$ cat config.mk
export PLATFORM = sky130hd
export DESIGN_NAME = fsm_c_sequencer
export DESIGN_NICKNAME = d
export VERILOG_FILES = /design/src/rtl/fsm_seq_pkg.sv /design/src/rtl/fsm_seq_shifter.sv /design/src/rtl/fsm_c_sequencer.sv
export SDC_FILE = /design/constraint.sdc
export NUM_CORES = 1
export LEC_CHECK = 0
export BUFFER_PORTS_ARGS = -buffer_cell sky130_fd_sc_hd__buf_4
export CAP_MARGIN = 30
export CORE_UTILIZATION = 55
export DETAILED_ROUTE_END_ITERATION = 10
export PLACE_DENSITY = 0.87
export SYNTH_ARGS = -nofsm -noshare
export SYNTH_HDL_FRONTEND = slang
export SYNTH_HIERARCHICAL = 1
export SYNTH_SLANG_ARGS = --single-unit
$ cat constraint.sdc
create_clock -name CLK -period 5.35 [get_ports CLK]
set_clock_uncertainty 0.2 [all_clocks]
set_input_delay 1.07 -clock CLK [delete_from_list [all_inputs] [get_ports CLK]]
set_output_delay 1.07 -clock CLK [all_outputs]
set_load 0.05 [all_outputs]
$ cat src/rtl/fsm_seq_pkg.sv
// rtl/fsm_seq_pkg.sv - shared state encoding and width helper for the FSM_C test sequencer
package fsm_seq_pkg;

  localparam logic [1:0] ST_IDLE  = 2'd0;
  localparam logic [1:0] ST_INIT  = 2'd1;
  localparam logic [1:0] ST_APPLY = 2'd2;
  localparam logic [1:0] ST_DONE  = 2'd3;

  typedef enum logic [1:0] {
    IDLE  = ST_IDLE,
    INIT  = ST_INIT,
    APPLY = ST_APPLY,
    DONE  = ST_DONE
  } state_t;

  // Width able to hold every value 0..w (bit counts and lengths).
  function automatic int cnt_w(input int w);
    return $clog2(w + 1);
  endfunction

endpackage

$ cat src/rtl/fsm_seq_shifter.sv
// rtl/fsm_seq_shifter.sv - captured pattern, bit index and Y capture register
module fsm_seq_shifter
  import fsm_seq_pkg::*;
#(
  parameter int WORD_W = 8,
  localparam int CNT_W = cnt_w(WORD_W)
) (
  input  logic              clk,
  input  logic              rst,
  input  logic              load,
  input  logic              advance,
  input  logic              y,
  input  logic [WORD_W-1:0] pattern,
  output logic              cur_bit,
  output logic              next_bit,
  output logic [CNT_W-1:0]  idx,
  output logic [WORD_W-1:0] y_word
);

  // One spare top bit keeps next_bit legal even for a one-bit pattern.
  logic [WORD_W:0]   sh;
  logic [WORD_W-1:0] mask;

  always_ff @(posedge clk or posedge rst) begin
    if (rst) begin
      sh     <= '0;
      mask   <= '0;
      idx    <= '0;
      y_word <= '0;
    end else if (load) begin
      sh     <= {1'b0, pattern};
      mask   <= WORD_W'(1);
      idx    <= '0;
      y_word <= '0;
    end else if (advance) begin
      sh     <= sh >> 1;
      mask   <= mask << 1;
      idx    <= idx + CNT_W'(1);
      if (y) begin
        y_word <= y_word | mask;
      end
    end
  end

  assign cur_bit  = sh[0];
  assign next_bit = sh[1];

endmodule

$ cat src/rtl/fsm_c_sequencer.sv
// rtl/fsm_c_sequencer.sv - drives a bit pattern into FSM_C and collects its Y response
// Optional abort port pair enabled by defining FSMSEQ_ABORT_EN.
module fsm_c_sequencer
  import fsm_seq_pkg::*;
#(
  parameter int WORD_W = 8,
  parameter int Y_LAT  = 1,
  localparam int CNT_W = cnt_w(WORD_W)
) (
  input  logic              CLK,
  input  logic              RST,
  input  logic              start,
  input  logic [WORD_W-1:0] pattern,
  input  logic [CNT_W-1:0]  len,
  output logic              busy,
  output logic              done,
  output logic              fsm_rst,
  output logic              e_out,
  input  logic              y_in,
`ifdef FSMSEQ_ABORT_EN
  input  logic              abort,
  output logic              aborted,
`endif
  output logic [WORD_W-1:0] y_word,
  output logic [CNT_W-1:0]  hits
);

  localparam int LAT_W = (Y_LAT < 1) ? 1 : $clog2(Y_LAT + 1);
  localparam logic [LAT_W-1:0] LAT_LOAD = LAT_W'(Y_LAT);
  localparam logic [CNT_W-1:0] LEN_MAX  = CNT_W'(WORD_W);

  state_t           state;
  logic [LAT_W-1:0] cnt;
  logic [CNT_W-1:0] len_q;
  logic [CNT_W-1:0] idx;
  logic             cur_bit;
  logic             next_bit;
  logic             load;
  logic             advance;
  logic             abort_now;
  logic             last_bit;

  assign load     = (state == IDLE) && start;
  assign advance  = (state == APPLY) && (cnt == '0) && !abort_now;
  assign last_bit = (idx + CNT_W'(1)) == len_q;

`ifdef FSMSEQ_ABORT_EN
  assign abort_now = abort && ((state == INIT) || (state == APPLY));

  always_ff @(posedge CLK or posedge RST) begin
    if (RST) begin
      aborted <= 1'b0;
    end else if (load) begin
      aborted <= 1'b0;
    end else if (abort_now) begin
      aborted <= 1'b1;
    end
  end
`else
  assign abort_now = 1'b0;
`endif

  fsm_seq_shifter #(.WORD_W(WORD_W)) u_shifter (
    .clk      (CLK),
    .rst      (RST),
    .load     (load),
    .advance  (advance),
    .y        (y_in),
    .pattern  (pattern),
    .cur_bit  (cur_bit),
    .next_bit (next_bit),
    .idx      (idx),
    .y_word   (y_word)
  );

  always_ff @(posedge CLK or posedge RST) begin
    if (RST) begin
      state   <= IDLE;
      busy    <= 1'b0;
      done    <= 1'b0;
      fsm_rst <= 1'b1;
      e_out   <= 1'b0;
      cnt     <= '0;
      hits    <= '0;
      len_q   <= '0;
    end else begin
      done <= 1'b0;
      case (state)
        IDLE: begin
          fsm_rst <= 1'b0;
          e_out   <= 1'b0;
          busy    <= 1'b0;
          if (start) begin
            state   <= INIT;
            busy    <= 1'b1;
            fsm_rst <= 1'b1;
            hits    <= '0;
            len_q   <= (len > LEN_MAX) ? LEN_MAX : len;
          end
        end
        INIT: begin
          fsm_rst <= 1'b0;
          if (abort_now || (len_q == '0)) begin
            state <= DONE;
            done  <= 1'b1;
          end else begin
            state <= APPLY;
            e_out <= cur_bit;
            cnt   <= LAT_LOAD;
          end
        end
        APPLY: begin
          // Abort wins over sampling: the bit in flight is never recorded.
          if (abort_now) begin
            state <= DONE;
            done  <= 1'b1;
            e_out <= 1'b0;
          end else if (cnt == '0) begin
            hits <= hits + CNT_W'(y_in);
            if (last_bit) begin
              state <= DONE;
              done  <= 1'b1;
              e_out <= 1'b0;
            end else begin
              e_out <= next_bit;
              cnt   <= LAT_LOAD;
            end
          end else begin
            cnt <= cnt - LAT_W'(1);
          end
        end
        DONE: begin
          state <= IDLE;
          busy  <= 1'b0;
        end
        default: state <= IDLE;
      endcase
    end
  end

endmodule

==> summary.txt, run 1 <==
Yosys
  • Post-Syn Instances: 203
  • Post-Synthesis Cell Area: 2170 um2
  • Number of different library cells in the post-synthesis netlist: 48
  • Async SR Flop Fraction: 100%
  • Number of storage elements in the synthesis netlist: 43
  • Primary flip-flop cell chosen by synthesis mapping: sky130_fd_sc_hd__dfrtp_1
  • Average footprint of a synthesized cell: approximately 11 um2
  • Most frequent cell after synthesis: sky130_fd_sc_hd__dfrtp_1
  • Most area-consuming cells after synthesis: sky130_fd_sc_hd__dfrtp_1 (49%), sky130_fd_sc_hd__mux2i_1 (7.4%), sky130_fd_sc_hd__ha_1 (4.6%)
  • Share of Yosys cell area claimed by the top area cell type: 48.5%
  • Post-synth net total: approximately 230
  • Commonest cells in the netlist: sky130_fd_sc_hd__dfrtp_1 (42), sky130_fd_sc_hd__nor2_1 (22), sky130_fd_sc_hd__nand2_1 (17)
  • Post-synth EDFFs: 0
  • Library cell occupying the most area in the post-synthesis netlist: sky130_fd_sc_hd__dfrtp_1
  • Ys Warns: 6
  • Post-synthesis sequential area ratio: 49.7%

Clock tree
  • Number of gates resized after cts: 0
  • TritonCTS clock tree: yes
  • Count of hold-fix buffers inserted at cts: 0
  • Clock Sink Count: 43
  • Post-CTS setup buffer count: 0
  • Total CTS buffers: 5
  • H-tree levels: 2
  • Clock transition at the registers of the reported paths: 0.08 ns
  • Cell at the root of the clock tree: sky130_fd_sc_hd__clkbuf_8
  • Insertion delay to the later sink of the worst-skew pair: about 0.3 ns
  • Maximum clock insertion buffer count: 2

Power and ir drop
  • Net Switching: 633 uW
  • Power share of the sequential group: 38.2%
  • IR drop worst, VDD: 0.257 mV
  • Internal: ~840 uW
  • Switch share: approximately 43%
  • Part of the total power dissipated in the clock network: between 10% and 20%
  • Static leakage: 0.00119 uW
  • Comb power frac: 47.5%
  • Power per unit of standard cell area: 586 nW/um2

Worst setup path
  • Source of the worst register-to-register timing path: state[0]
  • Ordered cell list for the critical path: inv_1 > ha_1 > nor2b_2 > buf_4 > nand4_1 > mux2_1
  • Maximum fanout count along the critical path: 18
  • Number of cells traversed by the worst register-to-register path: 6
  • Critical Path Start Type: flip-flop
  • Longest individual stage delay on the worst path: 0.71 ns
  • Data arrival time of the critical path: 2.84 ns
  • Cell family with most CP delay: simple AND/OR/NAND/NOR gates
  • Flop-to-flop setup slack: around 2.5 ns
  • Crit Reg-Reg Endpoint: u_shifter/idx[3]
  • Total buffers and inverters traversed by the critical path: 2
  • Setup crit end kind: flip-flop
  • Cell with the largest stage delay on the worst path: sky130_fd_sc_hd__nor2b_2
  • Req. time, crit path: between 5 and 6 ns
  • Type of the worst setup path: reg2reg

Layout
  • Synth-to-layout area growth: 15.7%
  • Filler-free cell count of the finished design: 281
  • Final standard cell area without fillers: between 2000 and 3000 um2
  • Diode insertion count for antenna repair: 0
  • Fin nets: 256
  • Share of final-layout standard cells stronger than drive strength 1: approximately 22%

Route
  • DRT iter0 DRCs: 114
  • Mean routed wirelength per cell: 13.7 um
  • Total wire length: 3.85 mm
  • Residual DRC: 0
  • Drt first pass iters: 4
  • Via count: 1545
  • Detail-routed via count per cell: 5.50
  • Remaining number of nets flagged by the antenna check after routing: 0

Status
  • Outcome: finished, final reports clean

Global route
  • Aggregate global routing overflow: 0
  • First-pass GRT wire length: 6.81 mm
  • Maximum number of pins on one net before global-route repair: 38
  • Number of global-route vias before repair: approximately 1500
  • Initial antenna violation count: 0
  • All-layer global routing usage: 21.4%

STA
  • Setup repair after global routing missed its margin: no
  • Shortest clock period the worst path allows after layout: approximately 2.9 ns
  • Slew Limit Fails: 0
  • Remaining max-slew budget at the tightest pin: 31.7%
  • Highest achievable clock rate: 350 MHz
  • Worst slew pin tran: 1.02 ns
  • Hold Fails Final Rpt: 0
  • Total Negative Setup Slacks: 0 ns
  • Final worst-path cycle share: 53.4%
  • Final setup violation count: 0
  • Setup WS post-layout: between 2 and 2.5 ns

Placement
  • Gpl congestion: 0.823
  • Final HPWL DP: approximately 2.7 mm
  • DP Area: between 2000 and 2500 um2
  • Worst slack at placement: 2.36 ns
  • Count of input and output buffers: 31
  • Dpl cells: 273

Flow run
  • Max-cap violation count: 0

Die
  • Initial Util: 58.3%
  • Ports placed on the boundary: 32
  • Core area: 3720 um2
  • Width of the die: 64.8 um
  • Die height: 64.8 um
  • Row Count: 22
  • Die ar.: 4190 um2

Worst hold path
  • Cell depth of the worst hold path: 2
  • End of the worst hold path: fsm_rst
  • Launch point of the worst hold path: fsm_rst
  • Worst min-delay path category: reg2reg
cell families (layout without fill, tap and decap cells):
logic type                 count (synthesis)  after routing  share of synthesized area, %
xor gates and xnor gates                   6              6                          3.12
buffers and inverters                     17             47                          4.91
DFF                                       43             43                          49.7
adders and majority gates                  8              8                          4.62
muxes                                     19             19                          9.13
AOI/OAI and AO/OA                         46             46                          13.6
and+or+nand+nor                           64             64                          14.9
worst max-delay path by stage:
stage                                   to     start  cells past startpoint  slack, ns
final                     u_shifter/idx[3]  state[0]                      6       2.50
after detailed placement  u_shifter/idx[3]     start                      5       2.36
after global routing      u_shifter/idx[3]  state[0]                      6       2.31
after floorplan                   state[1]     start                      4       2.84
after global placement    u_shifter/idx[3]     start                      5       2.42
after CTS                 u_shifter/idx[3]  state[0]                      6       2.49
cells in the final DEF, fill, tap and decap left out, types with 5 or more instances in the layout:
cell type / instances
sky130_fd_sc_hd__a31oi_1: 8
sky130_fd_sc_hd__buf_4: 32
sky130_fd_sc_hd__clkbuf_8: 5
sky130_fd_sc_hd__dfrtp_1: 42
sky130_fd_sc_hd__ha_1: 8
sky130_fd_sc_hd__inv_1: 5
sky130_fd_sc_hd__mux2i_1: 16
sky130_fd_sc_hd__nand2_1: 17
sky130_fd_sc_hd__nand2b_1: 8
sky130_fd_sc_hd__nor2_1: 22
sky130_fd_sc_hd__o21ai_0: 12
sky130_fd_sc_hd__o21ai_1: 7
worst register-to-register path: stages, from the launching register on:
cell and delay [ns]:
sky130_fd_sc_hd__dfrtp_1 0.41, sky130_fd_sc_hd__inv_1 0.12, sky130_fd_sc_hd__ha_1 0.45, sky130_fd_sc_hd__nor2b_2 0.72
sky130_fd_sc_hd__buf_4 0.39, sky130_fd_sc_hd__nand4_1 0.14, sky130_fd_sc_hd__mux2_1 0.32
registers in the layout (all words and copies together), names as in the netlist:
signal	count
busy	1
cnt	1
done	1
e_out	1
fsm_rst	1
hits	4
len_q	4
state	2
u_shifter/idx	4
u_shifter/mask	8
u_shifter/sh	8
u_shifter/y_word	8
layer usage:
metal	part of all wire, %	vias to the layer above	wire length (um)	global-route usage, %
li1	-	766	-	-
met1	47	743	1810	28.4
met2	48	30	1850	32.7
met3	3.4	6	129	5.28
met4	1.5	0	58	10.3
met5	0	-	0	0
layout make-up:
type	instances	area [um2]
Tap cell	48	60.1
Sequential cell	43	1080
Inverter	6	22.5
Fill cell	294	1210
Clock inverter	3	23.8
Clock buffer	5	68.8
Timing Repair Buffer	33	268
Multi-Input combinational cell	143	985
stage by stage:
step                      hold WS [ns]  power (uW)  util [%]
after floorplan                  0.266        1110         -
after global placement           0.267        1230      64.2
after detailed placement         0.285        1260      64.9
after CTS                        0.299        1470      67.4
after global routing             0.324        1580      67.4
final                            0.298        1470      67.4
power by group through the flow:
stage	clock network (uW)	registers, uW	logic (uW)
final	210	562	698
after global routing	234	582	767
after CTS	214	561	699
after detailed placement	0	566	699
after global placement	0	559	666
after floorplan	0	662	447
(Power assumes the default switching activity.)
==> inputs of run 2 (changes only) <==
- clock period: 5.35 -> 2.7 ns (I/O delays scaled with it)
==> run 2 against run 1 <==
Compared with the run above:
- combinational power increased by 100%
- global-route usage decreased by 0.33 points
- highest routed layer is now met3
- routed wire length increased by 2.7%
- via count increased by 2.1%
==> summary.txt, run 2 (synthesis gave the netlist of run 1 again) <==
Layout
  • Most frequent cells in the layout: sky130_fd_sc_hd__dfrtp_1 (42), sky130_fd_sc_hd__buf_4 (35), sky130_fd_sc_hd__nor2_1 (22)
  • Fin nets: 259 (+1.2%)
  • Most common cell after layout, fill and taps aside: sky130_fd_sc_hd__dfrtp_1
  • Diode insertion count for antenna repair: 0 (unchanged)
  • Synth-to-layout area growth: 18.2%
  • Filler-free cell count of the finished design: 284 (+1.1%)
  • Final-layout fill cell count: 290 (-1.4%)
  • Share of final-layout standard cells stronger than drive strength 1: 22.9% (+0.56 points)
  • Leading registers by flop count: u_shifter/mask: 8 flops, u_shifter/sh: 8 flops, u_shifter/y_word: 8 flops

Worst setup path
  • Data arrival time of the critical path: 2.38 ns (-0.46 ns)
  • Maximum fanout count along the critical path: 9 (-9)
  • Longest individual stage delay on the worst path: 0.49 ns (-0.22 ns)
  • Type of the worst setup path: reg2reg
  • Critical Path Start Type: flip-flop
  • Cell with the largest stage delay on the worst path: sky130_fd_sc_hd__or4_1
  • Setup crit end kind: flip-flop
  • Ordered cell list for the critical path: inv_1 > ha_1 > nor2b_4 > or4_1 > o32a_1 > mux2_4
  • Req. time, crit path: 2.68 ns (-2.66 ns)

Route
  • Remaining number of nets flagged by the antenna check after routing: 0 (unchanged)
  • Via count: 1578 (+2.1%)
  • Residual DRC: 0 (unchanged)
  • Drt first pass iters: 4 (unchanged)
  • Mean routed wirelength per cell: 13.9 um (+1.6%)
  • Detail-routed via count per cell: 5.56 (+1.1%)
  • Total wire length: 3.95 mm (+2.7%)
  • DRT iter0 DRCs: 101 (-11%)

STA
  • Final setup violation count: 0 (unchanged)
  • Total Negative Setup Slacks: 0 ns (unchanged)
  • Remaining max-slew budget at the tightest pin: 61.9% (+30 points)
  • Hold Fails Final Rpt: 0 (unchanged)
  • Worst slew pin tran: 0.570 ns (-0.453 ns)
  • Final worst-path cycle share: 89.0% (+36 points)
  • Worst slack on hold paths: 0.112 ns (-0.186 ns)
  • Slew Limit Fails: 0 (unchanged)
  • Shortest clock period the worst path allows after layout: 2.40 ns (-0.452 ns)
  • Highest achievable clock rate: 416 MHz (+19%)
  • Setup repair after global routing missed its margin: no

Power and ir drop
  • Power per unit of standard cell area: 1210 nW/um2 (+110%)
  • IR drop worst, VDD: 0.715 mV (+180%)
  • Static leakage: 0.00122 uW (+3.0%)

Clock tree
  • Cell at the root of the clock tree: sky130_fd_sc_hd__clkbuf_8
  • Total CTS buffers: 5 (unchanged)
  • Clock transition at the registers of the reported paths: 0.08 ns (about the same)
  • TritonCTS clock tree: yes
  • Post-CTS setup buffer count: 0 (unchanged)
  • H-tree levels: 2 (unchanged)
  • Count of hold-fix buffers inserted at cts: 0 (unchanged)
  • Maximum clock insertion buffer count: 2 (unchanged)
  • Insertion delay to the later sink of the worst-skew pair: 0.29 ns (about the same)
  • Clock Sink Count: 43 (unchanged)
  • Number of gates resized after cts: 0 (unchanged)

Global route
  • Global routing usage on met3: 5.28% (unchanged)
  • Met2 usage: 34.1% (+1.4 points)
  • Met1 global-route usage: 28.1% (-0.32 points)
  • Number of global-route vias before repair: 1497 (-0.067%)
  • Most utilized layer in the global route result: met2
  • All-layer global routing usage: 21.1% (-0.33 points)
  • Aggregate global routing overflow: 0 (unchanged)
  • Maximum number of pins on one net before global-route repair: 29 (-24%)
  • First-pass GRT wire length: 6.76 mm (-0.81%)
  • Initial antenna violation count: 0 (unchanged)

Die
  • Die ar.: 4190 um2 (unchanged)
  • Die height: 64.8 um (unchanged)
  • Ports placed on the boundary: 32 (unchanged)
  • Core area: 3720 um2 (unchanged)
  • Initial Util: 58.3% (unchanged)
  • Width of the die: 64.8 um (unchanged)
  • Row Count: 22 (unchanged)

Worst hold path
  • Worst min-delay path category: in2async

Placement
  • Gpl congestion: 0.904 (+9.8%)
  • Final HPWL DP: 2.79 mm (+1.8%)
  • Count of input and output buffers: 31 (unchanged)
  • Dpl cells: 276 (+1.1%)

Flow run
  • Max-cap violation count: 0 (unchanged)

Status
  • Outcome: finished, final reports clean
-- run 2: cell count changes in the layout (fill, tap and decap cells not counted), sizes merged --
| cell | previous run | this run |
|---|---|---|
| clkbuf | 5 | 6 |
| inv | 7 | 6 |
| clkinvlp | 2 | 0 |
| bufinv | 0 | 2 |
| buf | 33 | 36 |
-- run 2: layer usage --
| layer | vias to the layer above | wire, um |
|---|---|---|
| met5 | - | 0 |
| met4 | 0 | 0 |
| met1 | 752 | 1790 |
| li1 | 772 | - |
| met3 | 0 | 209 |
| met2 | 54 | 1950 |
-- run 2: area by class of cell --
cell class	instances	area, um2	area share (%)
Timing Repair Buffer	36	283	11.0
Multi-Input combinational cell	143	985	38.5
Sequential cell	43	1080	42.1
Clock buffer	6	72.6	2.83
Inverter	6	22.5	0.880
Clock inverter	2	60.1	2.35
Tap cell	48	60.1	2.35
-- run 2: through the flow --
stage	area [um2]	total power, uW	utilization, %	worst slack (ns)
finish	2560	3110	68.9	0.297
global route	2560	3310	68.9	0.195
CTS	2560	3110	68.9	0.305
detailed placement	2430	2520	65.3	0.324
global placement	2430	2460	65.3	0.377
floorplan	2170	2200	-	0.420
-- run 2: report_power, final --
part	internal, uW	switching (uW)	leakage, uW
Combinational	595	811	0.000596
Sequential	899	218	0.000559
Clock	370	214	0.0000654
-- run 2: worst max-delay path: cells and delay by family, from the launching register on --
| kind | cells | cell delay [ns] |
|---|---|---|
| flops | 1 | 0.41 |
| buf+inv | 1 | 0.10 |
| mux | 1 | 0.30 |
| fa+ha+maj | 1 | 0.29 |
| simple gates | 2 | 0.66 |
| compound gates | 1 | 0.33 |
-- run 2: worst paths after layout --
kind / from / endpoint / slack (ns) / cells after the start
setup / recovery: state[1] / state[1] / 0.30 / 6
hold / removal: RST / u_shifter/mask[6] / 0.11 / 3
setup reg to reg: state[1] / state[1] / 0.30 / 6
hold reg to reg: busy / busy / 0.29 / 2
max in group asynchronous: RST / busy / 1.81 / 2
min in group CLK: pattern[7] / u_shifter/sh[7] / 0.25 / 3
